==> src/rtl/riscv_pkg.sv <==
// Shared RISC-V decode definitions: opcode encodings, control-bundle bit positions
// and operand-usage helpers used by the decode/execute pipeline.
package riscv_pkg;

  localparam int unsigned CTRL_W   = 14;
  localparam int unsigned OPCODE_W = 7;

  typedef enum logic [OPCODE_W-1:0] {
    OP_U     = 7'b0110111,
    OP_AUIPC = 7'b0010111,
    OP_J     = 7'b1101111,
    OP_B     = 7'b1100011,
    OP_IJALR = 7'b1100111,
    OP_I_L   = 7'b0000011,
    OP_S     = 7'b0100011,
    OP_I     = 7'b0010011,
    OP_R     = 7'b0110011
  } opcode_e;

  // Bit positions inside the control bundle, MSB first
  localparam int unsigned CTRL_FORCE_JUMP = 13;
  localparam int unsigned CTRL_BRANCH     = 12;
  localparam int unsigned CTRL_JUMP_PC    = 11;
  localparam int unsigned CTRL_JUMP_RD    = 10;
  localparam int unsigned CTRL_MEM_TO_REG = 9;
  localparam int unsigned CTRL_MEM_WRITE  = 8;
  localparam int unsigned CTRL_MEM_READ   = 7;
  localparam int unsigned CTRL_ALU_SRC    = 6;
  localparam int unsigned CTRL_LUI_SRC    = 5;
  localparam int unsigned CTRL_REG_WRITE  = 4;
  localparam int unsigned CTRL_ALUOP_MSB  = 3;
  localparam int unsigned CTRL_ALUOP_LSB  = 0;

  function automatic logic uses_rs1(input logic [OPCODE_W-1:0] op);
    return !((op == OP_U) || (op == OP_AUIPC) || (op == OP_J));
  endfunction

  function automatic logic uses_rs2(input logic [OPCODE_W-1:0] op);
    return (op == OP_R) || (op == OP_S) || (op == OP_B);
  endfunction

endpackage

==> src/rtl/id_ex_stage_if.sv <==
// Decode-to-execute bundle: decode-stage inputs, control strobes and the
// registered execute-stage copies with the stall and bubble-count feedback.
interface id_ex_stage_if #(
  parameter int unsigned DATA_WIDTH     = 32,
  parameter int unsigned REG_ADDR_WIDTH = 5,
  parameter int unsigned CNT_WIDTH      = 16
);
  import riscv_pkg::*;

  logic [OPCODE_W-1:0]       iv_OpCode;
  logic [CTRL_W-1:0]         iv_Ctrl;
  logic                      i_Valid;
  logic [DATA_WIDTH-1:0]     iv_Rs1Data;
  logic [DATA_WIDTH-1:0]     iv_Rs2Data;
  logic [DATA_WIDTH-1:0]     iv_Imm;
  logic [DATA_WIDTH-1:0]     iv_PC;
  logic [REG_ADDR_WIDTH-1:0] iv_Rs1;
  logic [REG_ADDR_WIDTH-1:0] iv_Rs2;
  logic [REG_ADDR_WIDTH-1:0] iv_Rd;
  logic [2:0]                iv_Funct3;
  logic                      i_Funct7b5;
  logic                      i_Flush;
  logic                      i_Hold;

  logic                      o_Stall;
  logic [CTRL_W-1:0]         ov_Ctrl;
  logic                      o_Valid;
  logic [DATA_WIDTH-1:0]     ov_Rs1Data;
  logic [DATA_WIDTH-1:0]     ov_Rs2Data;
  logic [DATA_WIDTH-1:0]     ov_Imm;
  logic [DATA_WIDTH-1:0]     ov_PC;
  logic [REG_ADDR_WIDTH-1:0] ov_Rs1;
  logic [REG_ADDR_WIDTH-1:0] ov_Rs2;
  logic [REG_ADDR_WIDTH-1:0] ov_Rd;
  logic [2:0]                ov_Funct3;
  logic                      o_Funct7b5;
  logic [CNT_WIDTH-1:0]      ov_BubbleCount;

  modport master (
    output iv_OpCode, iv_Ctrl, i_Valid, iv_Rs1Data, iv_Rs2Data, iv_Imm, iv_PC,
           iv_Rs1, iv_Rs2, iv_Rd, iv_Funct3, i_Funct7b5, i_Flush, i_Hold,
    input  o_Stall, ov_Ctrl, o_Valid, ov_Rs1Data, ov_Rs2Data, ov_Imm, ov_PC,
           ov_Rs1, ov_Rs2, ov_Rd, ov_Funct3, o_Funct7b5, ov_BubbleCount
  );

  modport slave (
    input  iv_OpCode, iv_Ctrl, i_Valid, iv_Rs1Data, iv_Rs2Data, iv_Imm, iv_PC,
           iv_Rs1, iv_Rs2, iv_Rd, iv_Funct3, i_Funct7b5, i_Flush, i_Hold,
    output o_Stall, ov_Ctrl, o_Valid, ov_Rs1Data, ov_Rs2Data, ov_Imm, ov_PC,
           ov_Rs1, ov_Rs2, ov_Rd, ov_Funct3, o_Funct7b5, ov_BubbleCount
  );

endinterface

==> src/rtl/id_ex_stage_hazard_detect.sv <==
// Load-use hazard detection: a valid load in execute whose rd (non-x0) matches a
// source register actually read by the valid instruction sitting in decode.
module hazard_detect
  import riscv_pkg::*;
#(
  parameter int unsigned REG_ADDR_WIDTH = 5
) (
  input  logic [OPCODE_W-1:0]       iv_OpCode,
  input  logic [REG_ADDR_WIDTH-1:0] iv_Rs1,
  input  logic [REG_ADDR_WIDTH-1:0] iv_Rs2,
  input  logic                      i_Valid,
  input  logic [REG_ADDR_WIDTH-1:0] iv_ExRd,
  input  logic                      i_ExMemRead,
  input  logic                      i_ExValid,
  output logic                      o_Hazard
);

  logic load_in_ex;
  logic rs1_hit;
  logic rs2_hit;

  assign load_in_ex = i_ExValid & i_ExMemRead & (iv_ExRd != '0);
  assign rs1_hit    = uses_rs1(iv_OpCode) & (iv_Rs1 == iv_ExRd);
  assign rs2_hit    = uses_rs2(iv_OpCode) & (iv_Rs2 == iv_ExRd);
  assign o_Hazard   = load_in_ex & i_Valid & (rs1_hit | rs2_hit);

endmodule

==> src/rtl/id_ex_stage.sv <==
// ID/EX pipeline register with load-use stall, flush squash, global hold and a
// saturating count of inserted bubbles.
module id_ex_stage
  import riscv_pkg::*;
#(
  parameter int unsigned DATA_WIDTH     = 32,
  parameter int unsigned REG_ADDR_WIDTH = 5,
  parameter int unsigned CNT_WIDTH      = 16
) (
  input  logic         i_clk,
  input  logic         i_rst_n,
  id_ex_stage_if.slave bus
);

  logic                      hazard;
  logic                      bubble;
  logic [CTRL_W-1:0]         ctrl_q,  ctrl_d;
  logic                      valid_q, valid_d;
  logic [DATA_WIDTH-1:0]     rs1d_q,  rs1d_d;
  logic [DATA_WIDTH-1:0]     rs2d_q,  rs2d_d;
  logic [DATA_WIDTH-1:0]     imm_q,   imm_d;
  logic [DATA_WIDTH-1:0]     pc_q,    pc_d;
  logic [REG_ADDR_WIDTH-1:0] rs1_q,   rs1_d;
  logic [REG_ADDR_WIDTH-1:0] rs2_q,   rs2_d;
  logic [REG_ADDR_WIDTH-1:0] rd_q,    rd_d;
  logic [2:0]                f3_q,    f3_d;
  logic                      f7_q,    f7_d;
  logic [CNT_WIDTH-1:0]      cnt_q,   cnt_d;

  hazard_detect #(.REG_ADDR_WIDTH(REG_ADDR_WIDTH)) u_hazard_detect (
    .iv_OpCode   (bus.iv_OpCode),
    .iv_Rs1      (bus.iv_Rs1),
    .iv_Rs2      (bus.iv_Rs2),
    .i_Valid     (bus.i_Valid),
    .iv_ExRd     (rd_q),
    .i_ExMemRead (ctrl_q[CTRL_MEM_READ]),
    .i_ExValid   (valid_q),
    .o_Hazard    (hazard)
  );

  // A flush already kills the decode instruction, so freezing fetch would be wrong
  assign bus.o_Stall = hazard & ~bus.i_Flush;

  // Flush outranks hold; a hazard only bubbles when the pipe is not held
  assign bubble = bus.i_Flush | (~bus.i_Hold & hazard);

  always_comb begin
    ctrl_d  = ctrl_q;
    valid_d = valid_q;
    rs1d_d  = rs1d_q;
    rs2d_d  = rs2d_q;
    imm_d   = imm_q;
    pc_d    = pc_q;
    rs1_d   = rs1_q;
    rs2_d   = rs2_q;
    rd_d    = rd_q;
    f3_d    = f3_q;
    f7_d    = f7_q;
    cnt_d   = cnt_q;
    if (bubble) begin
      ctrl_d  = '0;
      valid_d = 1'b0;
      rs1d_d  = '0;
      rs2d_d  = '0;
      imm_d   = '0;
      pc_d    = '0;
      rs1_d   = '0;
      rs2_d   = '0;
      rd_d    = '0;
      f3_d    = '0;
      f7_d    = 1'b0;
      if (cnt_q != '1) cnt_d = cnt_q + 1'b1;
    end else if (!bus.i_Hold) begin
      ctrl_d  = bus.i_Valid ? bus.iv_Ctrl : '0;
      valid_d = bus.i_Valid;
      rs1d_d  = bus.iv_Rs1Data;
      rs2d_d  = bus.iv_Rs2Data;
      imm_d   = bus.iv_Imm;
      pc_d    = bus.iv_PC;
      rs1_d   = bus.iv_Rs1;
      rs2_d   = bus.iv_Rs2;
      rd_d    = bus.iv_Rd;
      f3_d    = bus.iv_Funct3;
      f7_d    = bus.i_Funct7b5;
    end
  end

  always_ff @(posedge i_clk or negedge i_rst_n) begin
    if (!i_rst_n) begin
      ctrl_q  <= '0;
      valid_q <= 1'b0;
      rs1d_q  <= '0;
      rs2d_q  <= '0;
      imm_q   <= '0;
      pc_q    <= '0;
      rs1_q   <= '0;
      rs2_q   <= '0;
      rd_q    <= '0;
      f3_q    <= '0;
      f7_q    <= 1'b0;
      cnt_q   <= '0;
    end else begin
      ctrl_q  <= ctrl_d;
      valid_q <= valid_d;
      rs1d_q  <= rs1d_d;
      rs2d_q  <= rs2d_d;
      imm_q   <= imm_d;
      pc_q    <= pc_d;
      rs1_q   <= rs1_d;
      rs2_q   <= rs2_d;
      rd_q    <= rd_d;
      f3_q    <= f3_d;
      f7_q    <= f7_d;
      cnt_q   <= cnt_d;
    end
  end

  assign bus.ov_Ctrl        = ctrl_q;
  assign bus.o_Valid        = valid_q;
  assign bus.ov_Rs1Data     = rs1d_q;
  assign bus.ov_Rs2Data     = rs2d_q;
  assign bus.ov_Imm         = imm_q;
  assign bus.ov_PC          = pc_q;
  assign bus.ov_Rs1         = rs1_q;
  assign bus.ov_Rs2         = rs2_q;
  assign bus.ov_Rd          = rd_q;
  assign bus.ov_Funct3      = f3_q;
  assign bus.o_Funct7b5     = f7_q;
  assign bus.ov_BubbleCount = cnt_q;

endmodule

==> src/flat_wrapper.sv <==
// flat-port wrapper written by rule: the top's interface ports become plain ports
module id_ex_stage_flat import riscv_pkg::*;
#(
  parameter int unsigned DATA_WIDTH     = 32,
  parameter int unsigned REG_ADDR_WIDTH = 5,
  parameter int unsigned CNT_WIDTH      = 16
)
  (i_clk, i_rst_n, bus_iv_OpCode, bus_iv_Ctrl, bus_i_Valid, bus_iv_Rs1Data, bus_iv_Rs2Data, bus_iv_Imm, bus_iv_PC, bus_iv_Rs1, bus_iv_Rs2, bus_iv_Rd, bus_iv_Funct3, bus_i_Funct7b5, bus_i_Flush, bus_i_Hold, bus_o_Stall, bus_ov_Ctrl, bus_o_Valid, bus_ov_Rs1Data, bus_ov_Rs2Data, bus_ov_Imm, bus_ov_PC, bus_ov_Rs1, bus_ov_Rs2, bus_ov_Rd, bus_ov_Funct3, bus_o_Funct7b5, bus_ov_BubbleCount);
  id_ex_stage_if #(.DATA_WIDTH(DATA_WIDTH), .REG_ADDR_WIDTH(REG_ADDR_WIDTH), .CNT_WIDTH(CNT_WIDTH)) bus_i ();
  input  logic i_clk;
  input  logic i_rst_n;
  input wire logic [$bits(bus_i.iv_OpCode)-1:0] bus_iv_OpCode;
  input wire logic [$bits(bus_i.iv_Ctrl)-1:0] bus_iv_Ctrl;
  input wire logic [$bits(bus_i.i_Valid)-1:0] bus_i_Valid;
  input wire logic [$bits(bus_i.iv_Rs1Data)-1:0] bus_iv_Rs1Data;
  input wire logic [$bits(bus_i.iv_Rs2Data)-1:0] bus_iv_Rs2Data;
  input wire logic [$bits(bus_i.iv_Imm)-1:0] bus_iv_Imm;
  input wire logic [$bits(bus_i.iv_PC)-1:0] bus_iv_PC;
  input wire logic [$bits(bus_i.iv_Rs1)-1:0] bus_iv_Rs1;
  input wire logic [$bits(bus_i.iv_Rs2)-1:0] bus_iv_Rs2;
  input wire logic [$bits(bus_i.iv_Rd)-1:0] bus_iv_Rd;
  input wire logic [$bits(bus_i.iv_Funct3)-1:0] bus_iv_Funct3;
  input wire logic [$bits(bus_i.i_Funct7b5)-1:0] bus_i_Funct7b5;
  input wire logic [$bits(bus_i.i_Flush)-1:0] bus_i_Flush;
  input wire logic [$bits(bus_i.i_Hold)-1:0] bus_i_Hold;
  output wire logic [$bits(bus_i.o_Stall)-1:0] bus_o_Stall;
  output wire logic [$bits(bus_i.ov_Ctrl)-1:0] bus_ov_Ctrl;
  output wire logic [$bits(bus_i.o_Valid)-1:0] bus_o_Valid;
  output wire logic [$bits(bus_i.ov_Rs1Data)-1:0] bus_ov_Rs1Data;
  output wire logic [$bits(bus_i.ov_Rs2Data)-1:0] bus_ov_Rs2Data;
  output wire logic [$bits(bus_i.ov_Imm)-1:0] bus_ov_Imm;
  output wire logic [$bits(bus_i.ov_PC)-1:0] bus_ov_PC;
  output wire logic [$bits(bus_i.ov_Rs1)-1:0] bus_ov_Rs1;
  output wire logic [$bits(bus_i.ov_Rs2)-1:0] bus_ov_Rs2;
  output wire logic [$bits(bus_i.ov_Rd)-1:0] bus_ov_Rd;
  output wire logic [$bits(bus_i.ov_Funct3)-1:0] bus_ov_Funct3;
  output wire logic [$bits(bus_i.o_Funct7b5)-1:0] bus_o_Funct7b5;
  output wire logic [$bits(bus_i.ov_BubbleCount)-1:0] bus_ov_BubbleCount;
  assign bus_i.iv_OpCode = bus_iv_OpCode;
  assign bus_i.iv_Ctrl = bus_iv_Ctrl;
  assign bus_i.i_Valid = bus_i_Valid;
  assign bus_i.iv_Rs1Data = bus_iv_Rs1Data;
  assign bus_i.iv_Rs2Data = bus_iv_Rs2Data;
  assign bus_i.iv_Imm = bus_iv_Imm;
  assign bus_i.iv_PC = bus_iv_PC;
  assign bus_i.iv_Rs1 = bus_iv_Rs1;
  assign bus_i.iv_Rs2 = bus_iv_Rs2;
  assign bus_i.iv_Rd = bus_iv_Rd;
  assign bus_i.iv_Funct3 = bus_iv_Funct3;
  assign bus_i.i_Funct7b5 = bus_i_Funct7b5;
  assign bus_i.i_Flush = bus_i_Flush;
  assign bus_i.i_Hold = bus_i_Hold;
  assign bus_o_Stall = bus_i.o_Stall;
  assign bus_ov_Ctrl = bus_i.ov_Ctrl;
  assign bus_o_Valid = bus_i.o_Valid;
  assign bus_ov_Rs1Data = bus_i.ov_Rs1Data;
  assign bus_ov_Rs2Data = bus_i.ov_Rs2Data;
  assign bus_ov_Imm = bus_i.ov_Imm;
  assign bus_ov_PC = bus_i.ov_PC;
  assign bus_ov_Rs1 = bus_i.ov_Rs1;
  assign bus_ov_Rs2 = bus_i.ov_Rs2;
  assign bus_ov_Rd = bus_i.ov_Rd;
  assign bus_ov_Funct3 = bus_i.ov_Funct3;
  assign bus_o_Funct7b5 = bus_i.o_Funct7b5;
  assign bus_ov_BubbleCount = bus_i.ov_BubbleCount;
  id_ex_stage #(.DATA_WIDTH(DATA_WIDTH), .REG_ADDR_WIDTH(REG_ADDR_WIDTH), .CNT_WIDTH(CNT_WIDTH)) u_core (.i_clk(i_clk), .i_rst_n(i_rst_n), .bus(bus_i));
endmodule
==> config.mk <==
export PLATFORM = sky130hd
export DESIGN_NAME = id_ex_stage_flat
export DESIGN_NICKNAME = d
export VERILOG_FILES = /design/src/rtl/riscv_pkg.sv /design/src/rtl/id_ex_stage_if.sv /design/src/rtl/id_ex_stage_hazard_detect.sv /design/src/rtl/id_ex_stage.sv /design/src/flat_wrapper.sv
export SDC_FILE = /design/constraint.sdc
export NUM_CORES = 1
export LEC_CHECK = 0
export ABC_AREA = 1
export CORE_MARGIN = 8
export CORE_UTILIZATION = 38
export DETAILED_ROUTE_END_ITERATION = 8
export PLACE_DENSITY = 0.76
export SYNTH_ARGS = -nofsm -noshare
export SYNTH_HDL_FRONTEND = slang
export SYNTH_SLANG_ARGS = --single-unit
==> constraint.sdc <==
create_clock -name i_clk -period 1.7 [get_ports i_clk]
set_input_delay 0.255 -clock i_clk [delete_from_list [all_inputs] [get_ports i_clk]]
set_output_delay 0.255 -clock i_clk [all_outputs]
set_load 0.01 [all_outputs]
==> impl_metrics.env, run 1 <==
export IMPL_p_per_area_mw_per_mm2=801
export IMPL_slew_headroom_pct=52.0
export IMPL_synth_seq_cells=178
export IMPL_initial_utilization_pct=38.4
export IMPL_slew_viol_final=0
export IMPL_final_nets=1475
export IMPL_dieWidth_um=161
export IMPL_grt_overflow=0
export IMPL_detailed_place_area_sq_mm=0.0121
export IMPL_crit_top_cell="nand2_2"
export IMPL_p_clk_share_pct=35.7
export IMPL_drt_iter0_markers=466
export IMPL_grt_max_degree=163
export IMPL_hold_class="primary input to async pin"
export IMPL_tns_ns=-48.10
export IMPL_p_leak_uw=0.00607
export IMPL_synth_area_leader_cell="dfrtp_1"
export IMPL_fin_util_pct=63.9
export IMPL_drc_errors=0
export IMPL_wire_per_inst_um=18.3
export IMPL_clk_pin_slew_ns=0.07
export IMPL_timing_rr_end="u_core.bus.ov_Rs2Data[9]$_DFFE_PN0P_"
export IMPL_coreArea_sq_mm=0.0209
export IMPL_cts_buffers=17
export IMPL_hold_viol_final=0
export IMPL_cp_data_required_time_ns=1.44
export IMPL_htree_levels=4
export IMPL_crit_fanout=4
export IMPL_crit_path_start="u_core.bus.ov_Rd[3]$_DFFE_PN0P_"
export IMPL_crit_buf_inv=2
export IMPL_grt_pass1_vias=7731
export IMPL_synth_top_area_share_pct=55.6
export IMPL_rsz0062_at_grt="true"
export IMPL_min_period_ns=2.07
export IMPL_setup_worst_path_end_class="output port"
export IMPL_syn_area_sq_mm=0.00802
export IMPL_skew_ns=0.00942
export IMPL_r2r_slack_ns=-0.35
export IMPL_slowest_delay_ns=0.45
export IMPL_synthesis_nets=1086
export IMPL_avgSynthCellArea_sq_um=8.79
export IMPL_fin_crit_sh_pct=122
export IMPL_grt_pass1_wl_mm=43.9
export IMPL_path_delay_family="simple AND/OR/NAND/NOR gates"
export IMPL_cts_buffer_depth=2
export IMPL_cts_tree="yes"
export IMPL_dr_pass1_iters=7
export IMPL_gp_congestion=0.878
export IMPL_setup_viol=164
export IMPL_status="finished with violations"
export IMPL_clock_sinks=178
export IMPL_start_kind="flop"
export IMPL_final_layout_size_suffix_gt1_share_pct=17.2
export IMPL_grt_usage_pct=21.3
export IMPL_internal_power_uw=7630
export IMPL_netlist_top_cells_area="dfrtp_1, nand2_1, a21oi_2"
export IMPL_final_cell_mix="nand2_1, clkdlybuf4s50_1, dfrtp_1, a21oi_2, a21oi_1"
export IMPL_antenna_found_initial=0
export IMPL_ant_nets=0
export IMPL_tightest_slew_ns=0.720
export IMPL_violations="setup timing"
export IMPL_row_count=53
export IMPL_port_buffers=351
export IMPL_synth_warning_count=0
export IMPL_insertion_delay_ns=0.43
export IMPL_ir_worst_vdd_v=0.000606
export IMPL_via_count=7774
export IMPL_ios=352
export IMPL_switching_share_pct=28.7
export IMPL_fp_dieH_um=161
export IMPL_net_switching_power_uw=3070
export IMPL_path_cells="buf_6 -> xor2_1 -> nor2_1 -> nand3_1 -> nand2_2 -> nand2_2 -> nor2_2 -> buf_2"
export IMPL_worst_setup_path_type="flop to output port"
export IMPL_final_area_sq_mm=0.0134
export IMPL_clock_fmax_mhz=482
export IMPL_ys_seq_area_share_pct=55.6
export IMPL_seq_power_share_pct=43.5
export IMPL_drv_cap=0
export IMPL_cp_slowest_cell="dfrtp_2"
export IMPL_cts_root_buf="clkbuf_16"
export IMPL_synthCells=912
export IMPL_synthDistinctLibCells=26
export IMPL_area_delta_synth_final_pct=66.6
export IMPL_combPwrFrac_pct=20.8
export IMPL_reg2reg_from="u_core.bus.ov_Rd[3]$_DFFE_PN0P_"
export IMPL_n_antenna_cell=0
export IMPL_via_per_inst=4.90
export IMPL_place_hpwl_mm=19.7
export IMPL_arrival_ns=1.82
export IMPL_setup_ws_ns=-0.374
export IMPL_dieArea_sq_mm=0.0260
export IMPL_routed_wl_mm=29.0
export IMPL_reg2regPathDepth=11
export IMPL_final_common_cell="nand2_1"
-- synthesized netlist by cell type --
library cell  instances
xnor2_1               8
a21oi_1              71
buf_1                 4
o21ai_0               6
nand2_4               1
buf_2                12
nand2_2               1
nor4_1                1
nand3_2               2
a21oi_2              70
nand4_4               1
nand4_1              18
nand2_1             377
buf_6                10
clkbuf_1             35
inv_1                33
nor3_1                4
dfrtp_1             178
nor2_2                2
ha_1                  1
nor2_1               21
nor3_2                1
xor2_1               13
buf_4                 1
inv_2                 2
nand3_1              39
-- layout make-up --
class,instances,area (sq um)
clock buffers,17,425
clock inverters,14,135
fillers,1715,7530
inverters,35,134
multi-input cells,641,3300
flip-flops and latches,178,4460
well taps,275,344
repair buffers,428,4550
-- what timing repair did --
action	4_1_cts	5_1_grt
hold endpoints to repair	25	0
hold buffers	1	0
endpoints found under the setup margin	182	180
gates cloned	8	7
resized for setup	47	44
pin swaps	4	16
buffers inserted	4	7
-- power by group through the flow --
stage / clock network, uW / logic (uW) / registers [uW]
3_5_place_dp: 0 / 2090 / 4730
4_1_cts: 3940 / 2150 / 4650
6_report: 3830 / 2230 / 4650
3_3_place_gp: 0 / 2060 / 4720
2_1_floorplan: 0 / 636 / 4850
5_1_grt: 4100 / 2410 / 4690
-- routing by layer --
| metal | vias to the layer above | global-route usage, % | share of wire, % |
|---|---|---|---|
| met5 | - | 0 | 0 |
| met4 | 0 | 6.36 | 2.2 |
| met3 | 45 | 7.48 | 8.9 |
| met2 | 322 | 35.0 | 49 |
| met1 | 3708 | 25.9 | 40 |
| li1 | 3699 | - | - |
-- registers in the layout, summed over array words and instances (netlist names) --
register and cells:
u_core.bus.ov_BubbleCount 16, u_core.bus.ov_Rs2 5, u_core.bus.o_Valid 1, u_core.bus.ov_Rs2Data 32, u_core.bus.ov_Ctrl 14, u_core.bus.ov_PC 32, u_core.bus.ov_Rd 5, u_core.bus.ov_Rs1 5
u_core.bus.ov_Rs1Data 32, u_core.bus.ov_Imm 32, u_core.bus.ov_Funct3 3, u_core.bus.o_Funct7b5 1
-- through the flow --
step | total power [uW] | setup slack (ns) | hold WS, ns | instances
finish | 10700 | -0.374 | 0.294 | 1588
global route | 11200 | -0.482 | 0.310 | 1588
CTS | 10700 | -0.253 | 0.284 | 1575
detailed placement | 6810 | -0.557 | 0.182 | 1531
global placement | 6780 | -0.588 | 0.187 | 1531
floorplan | 5480 | 0.00391 | -0.0406 | 912
-- how the worst max path moves through the flow --
stage,end,slack (ns),depth (start not counted)
2_1_floorplan,u_core.bus.ov_BubbleCount[12]$_DFFE_PN0P_,0.004,9
3_3_place_gp,bus_o_Stall,-0.59,9
3_5_place_dp,bus_o_Stall,-0.56,9
4_1_cts,bus_o_Stall,-0.25,8
5_1_grt,bus_o_Stall,-0.48,10
6_report,bus_o_Stall,-0.37,8
-- kinds of logic (layout without fill, tap and decap cells) --
group / after synthesis / after routing / synth area share (%)
AO/OA/AOI/OAI: 147 / 147 / 12.5
XOR/XNOR: 21 / 21 / 2.29
adder cells (fa/ha/maj): 1 / 1 / 0.156
buffers and inverters: 97 / 494 / 5.71
flip-flops: 178 / 178 / 55.6
AND/OR/NAND/NOR: 468 / 472 / 23.8
No activity file was read; power rests on OpenSTA's default activity.
==> run 2, diff against run 1 <==
--- a/config.mk
+++ b/config.mk
@@ -10,6 +10,7 @@
 export CORE_UTILIZATION = 38
 export DETAILED_ROUTE_END_ITERATION = 8
 export PLACE_DENSITY = 0.76
+export REMOVE_ABC_BUFFERS = 1
 export SYNTH_ARGS = -nofsm -noshare
 export SYNTH_HDL_FRONTEND = slang
 export SYNTH_SLANG_ARGS = --single-unit
==> impl_metrics.env, run 2 (synthesis gave the netlist of run 1 again) <==
export IMPL_status="finished with violations"
export IMPL_violations="setup timing"
export IMPL_internal_power_uw=7660
export IMPL_combPwrFrac_pct=22.0
export IMPL_place_hpwl_mm=19.8
export IMPL_dp_cells=1537
export IMPL_hold_class="primary input to async pin"
export IMPL_htree_levels=4
export IMPL_ant_nets=0
export IMPL_cp_slowest_cell="dfrtp_2"
export IMPL_grt_max_degree=163
export IMPL_p_leak_uw=0.00612
export IMPL_grt_pass1_vias=8107
export IMPL_drc_errors=0
export IMPL_final_layout_size_suffix_gt1_share_pct=21.3
export IMPL_slew_viol_final=0
export IMPL_wire_per_inst_um=18.6
export IMPL_holdWs_ns=0.343
export IMPL_r2r_slack_ns=-0.26
export IMPL_clock_sinks=178
export IMPL_grt_pass1_wl_mm=45.7
export IMPL_gp_congestion=0.869
export IMPL_skew_ns=0.0150
export IMPL_clk_pin_slew_ns=0.07
export IMPL_fin_crit_sh_pct=115
export IMPL_crit_buf_inv=5
export IMPL_cts_buffer_depth=2
export IMPL_area_delta_synth_final_pct=71.0
export IMPL_final_nets=1488
export IMPL_crit_fanout=7
export IMPL_total_power_uw=10700
export IMPL_routed_wl_mm=29.8
export IMPL_tns_ns=-30.17
export IMPL_drt_iter0_markers=537
export IMPL_seq_power_share_pct=43.2
export IMPL_clock_fmax_mhz=509
export IMPL_path_cells="buf_6 -> nor3_4 -> nand3_1 -> nand4_1 -> inv_2 -> buf_6 -> nand3_4 -> buf_12 -> nand2_8 -> buf_8 -> nand3_2 -> nand2_1"
export IMPL_setup_ws_ns=-0.263
export IMPL_min_period_ns=1.96
export IMPL_port_buffers=351
export IMPL_via_count=7925
export IMPL_grt_usage_pct=22.1
export IMPL_dieWidth_um=161
export IMPL_insertion_delay_ns=0.42
export IMPL_worst_setup_path_type="flop to flop"
export IMPL_setup_viol=163
export IMPL_n_antenna_cell=0
export IMPL_final_cells=1602
export IMPL_cp_data_required_time_ns=1.99
export IMPL_start_kind="flop"
export IMPL_path_delay_family="simple AND/OR/NAND/NOR gates"
export IMPL_coreArea_sq_mm=0.0209
export IMPL_row_count=53
export IMPL_final_common_cell="nand2_1"
export IMPL_via_per_inst=4.95
export IMPL_fill_cells=1637
export IMPL_tightest_slew_ns=0.739
export IMPL_antenna_found_initial=1
export IMPL_dr_pass1_iters=5
export IMPL_setup_worst_path_end_class="flop"
export IMPL_drv_cap=0
export IMPL_cts_tree="yes"
export IMPL_grt_overflow=0
export IMPL_dieArea_sq_mm=0.0260
export IMPL_ir_worst_vdd_v=0.000580
export IMPL_rsz0062_at_grt="true"
export IMPL_hold_viol_final=0
export IMPL_ios=352
export IMPL_cts_buffers=17
export IMPL_arrival_ns=2.26
export IMPL_switching_share_pct=28.5
export IMPL_cts_root_buf="clkbuf_16"
export IMPL_slowest_delay_ns=0.45
export IMPL_crit_top_cell="buf_6"
export IMPL_fp_dieH_um=161
export IMPL_p_clk_share_pct=34.8
export IMPL_net_switching_power_uw=3060
export IMPL_slew_headroom_pct=50.8
export IMPL_initial_utilization_pct=38.4
export IMPL_final_cell_mix="nand2_1, clkdlybuf4s50_1, dfrtp_1, a21oi_2, buf_4"
export IMPL_p_per_area_mw_per_mm2=782
==> run 2: cell type report <==
class                      count  area, sq um  share of cell area [%]
timing repair buffer         441         4680                    34.2
inverter                      35          134                   0.977
sequential                   178         4460                    32.5
tap                          275          344                    2.51
multi-input combinational    641         3540                    25.8
clock buffer                  17          425                    3.10
clock inverter                15          123                   0.894
==> run 2: per-layer routing <==
layer / up-vias / part of all wire [%] / track usage [%] / routed length, um
met5: - / 0.044 / 0 / 13
met4: 2 / 2.2 / 6.23 / 646
met3: 49 / 7.3 / 7.08 / 2170
met2: 311 / 51 / 37.6 / 15100
met1: 3822 / 40 / 26.2 / 11900
li1: 3741 / - / - / -
==> run 2: through the flow <==
stage / area, sq um / worst slack, ns / util [%]
after floorplan: 7690 / -2.60 / -
after global placement: 12200 / -0.635 / 58.3
after detailed placement: 12200 / -0.601 / 58.3
after CTS: 13400 / -0.242 / 64.2
after global routing: 13700 / -0.352 / 65.6
final: 13700 / -0.263 / 65.6
==> run 2: worst register-to-register path: stages, from the launching register on <==
cell     delay, ns
dfrtp_2       0.45
buf_6         0.14
nor3_4        0.17
nand3_1       0.11
nand4_1       0.09
inv_2         0.06
buf_6         0.11
nand3_4       0.11
buf_12        0.14
nand2_8       0.13
buf_8         0.22
nand3_2       0.05
nand2_1       0.06
==> run 2: path summary, 6_finish.rpt <==
kind,to,start,depth (start not counted)
setup reg to reg,u_core.bus.ov_BubbleCount[9]$_DFFE_PN0P_,u_core.bus.ov_Rd[4]$_DFFE_PN0P_,12
min in group i_clk,u_core.bus.ov_Rs1Data[21]$_DFFE_PN0P_,bus_iv_Rs1Data[21],3
max in group asynchronous,u_core.bus.ov_Rs2Data[19]$_DFFE_PN0P_,i_rst_n,3
hold / removal,u_core.bus.ov_Ctrl[10]$_DFFE_PN0P_,i_rst_n,2
setup / recovery,u_core.bus.ov_BubbleCount[9]$_DFFE_PN0P_,u_core.bus.ov_Rd[4]$_DFFE_PN0P_,12
hold reg to reg,u_core.bus.ov_Ctrl[11]$_DFFE_PN0P_,u_core.bus.ov_Ctrl[11]$_DFFE_PN0P_,2
==> run 2: what timing repair did <==
item | 4_1_cts | 5_1_grt
resized for setup | 104 | 35
cloned | 10 | 3
hold endpoints to repair | 32 | 0
hold buffers | 1 | 0
endpoints found under the setup margin | 179 | 169
pin swaps | 15 | 4
buffers inserted | 8 | 11
==> run 2: power groups by stage <==
stage / Sequential, uW / Combinational (uW) / Clock [uW]
after global placement: 4700 / 2130 / 0
after global routing: 4660 / 2540 / 4000
after detailed placement: 4700 / 2160 / 0
final: 4630 / 2360 / 3730
after CTS: 4630 / 2310 / 3830
after floorplan: 4850 / 555 / 0
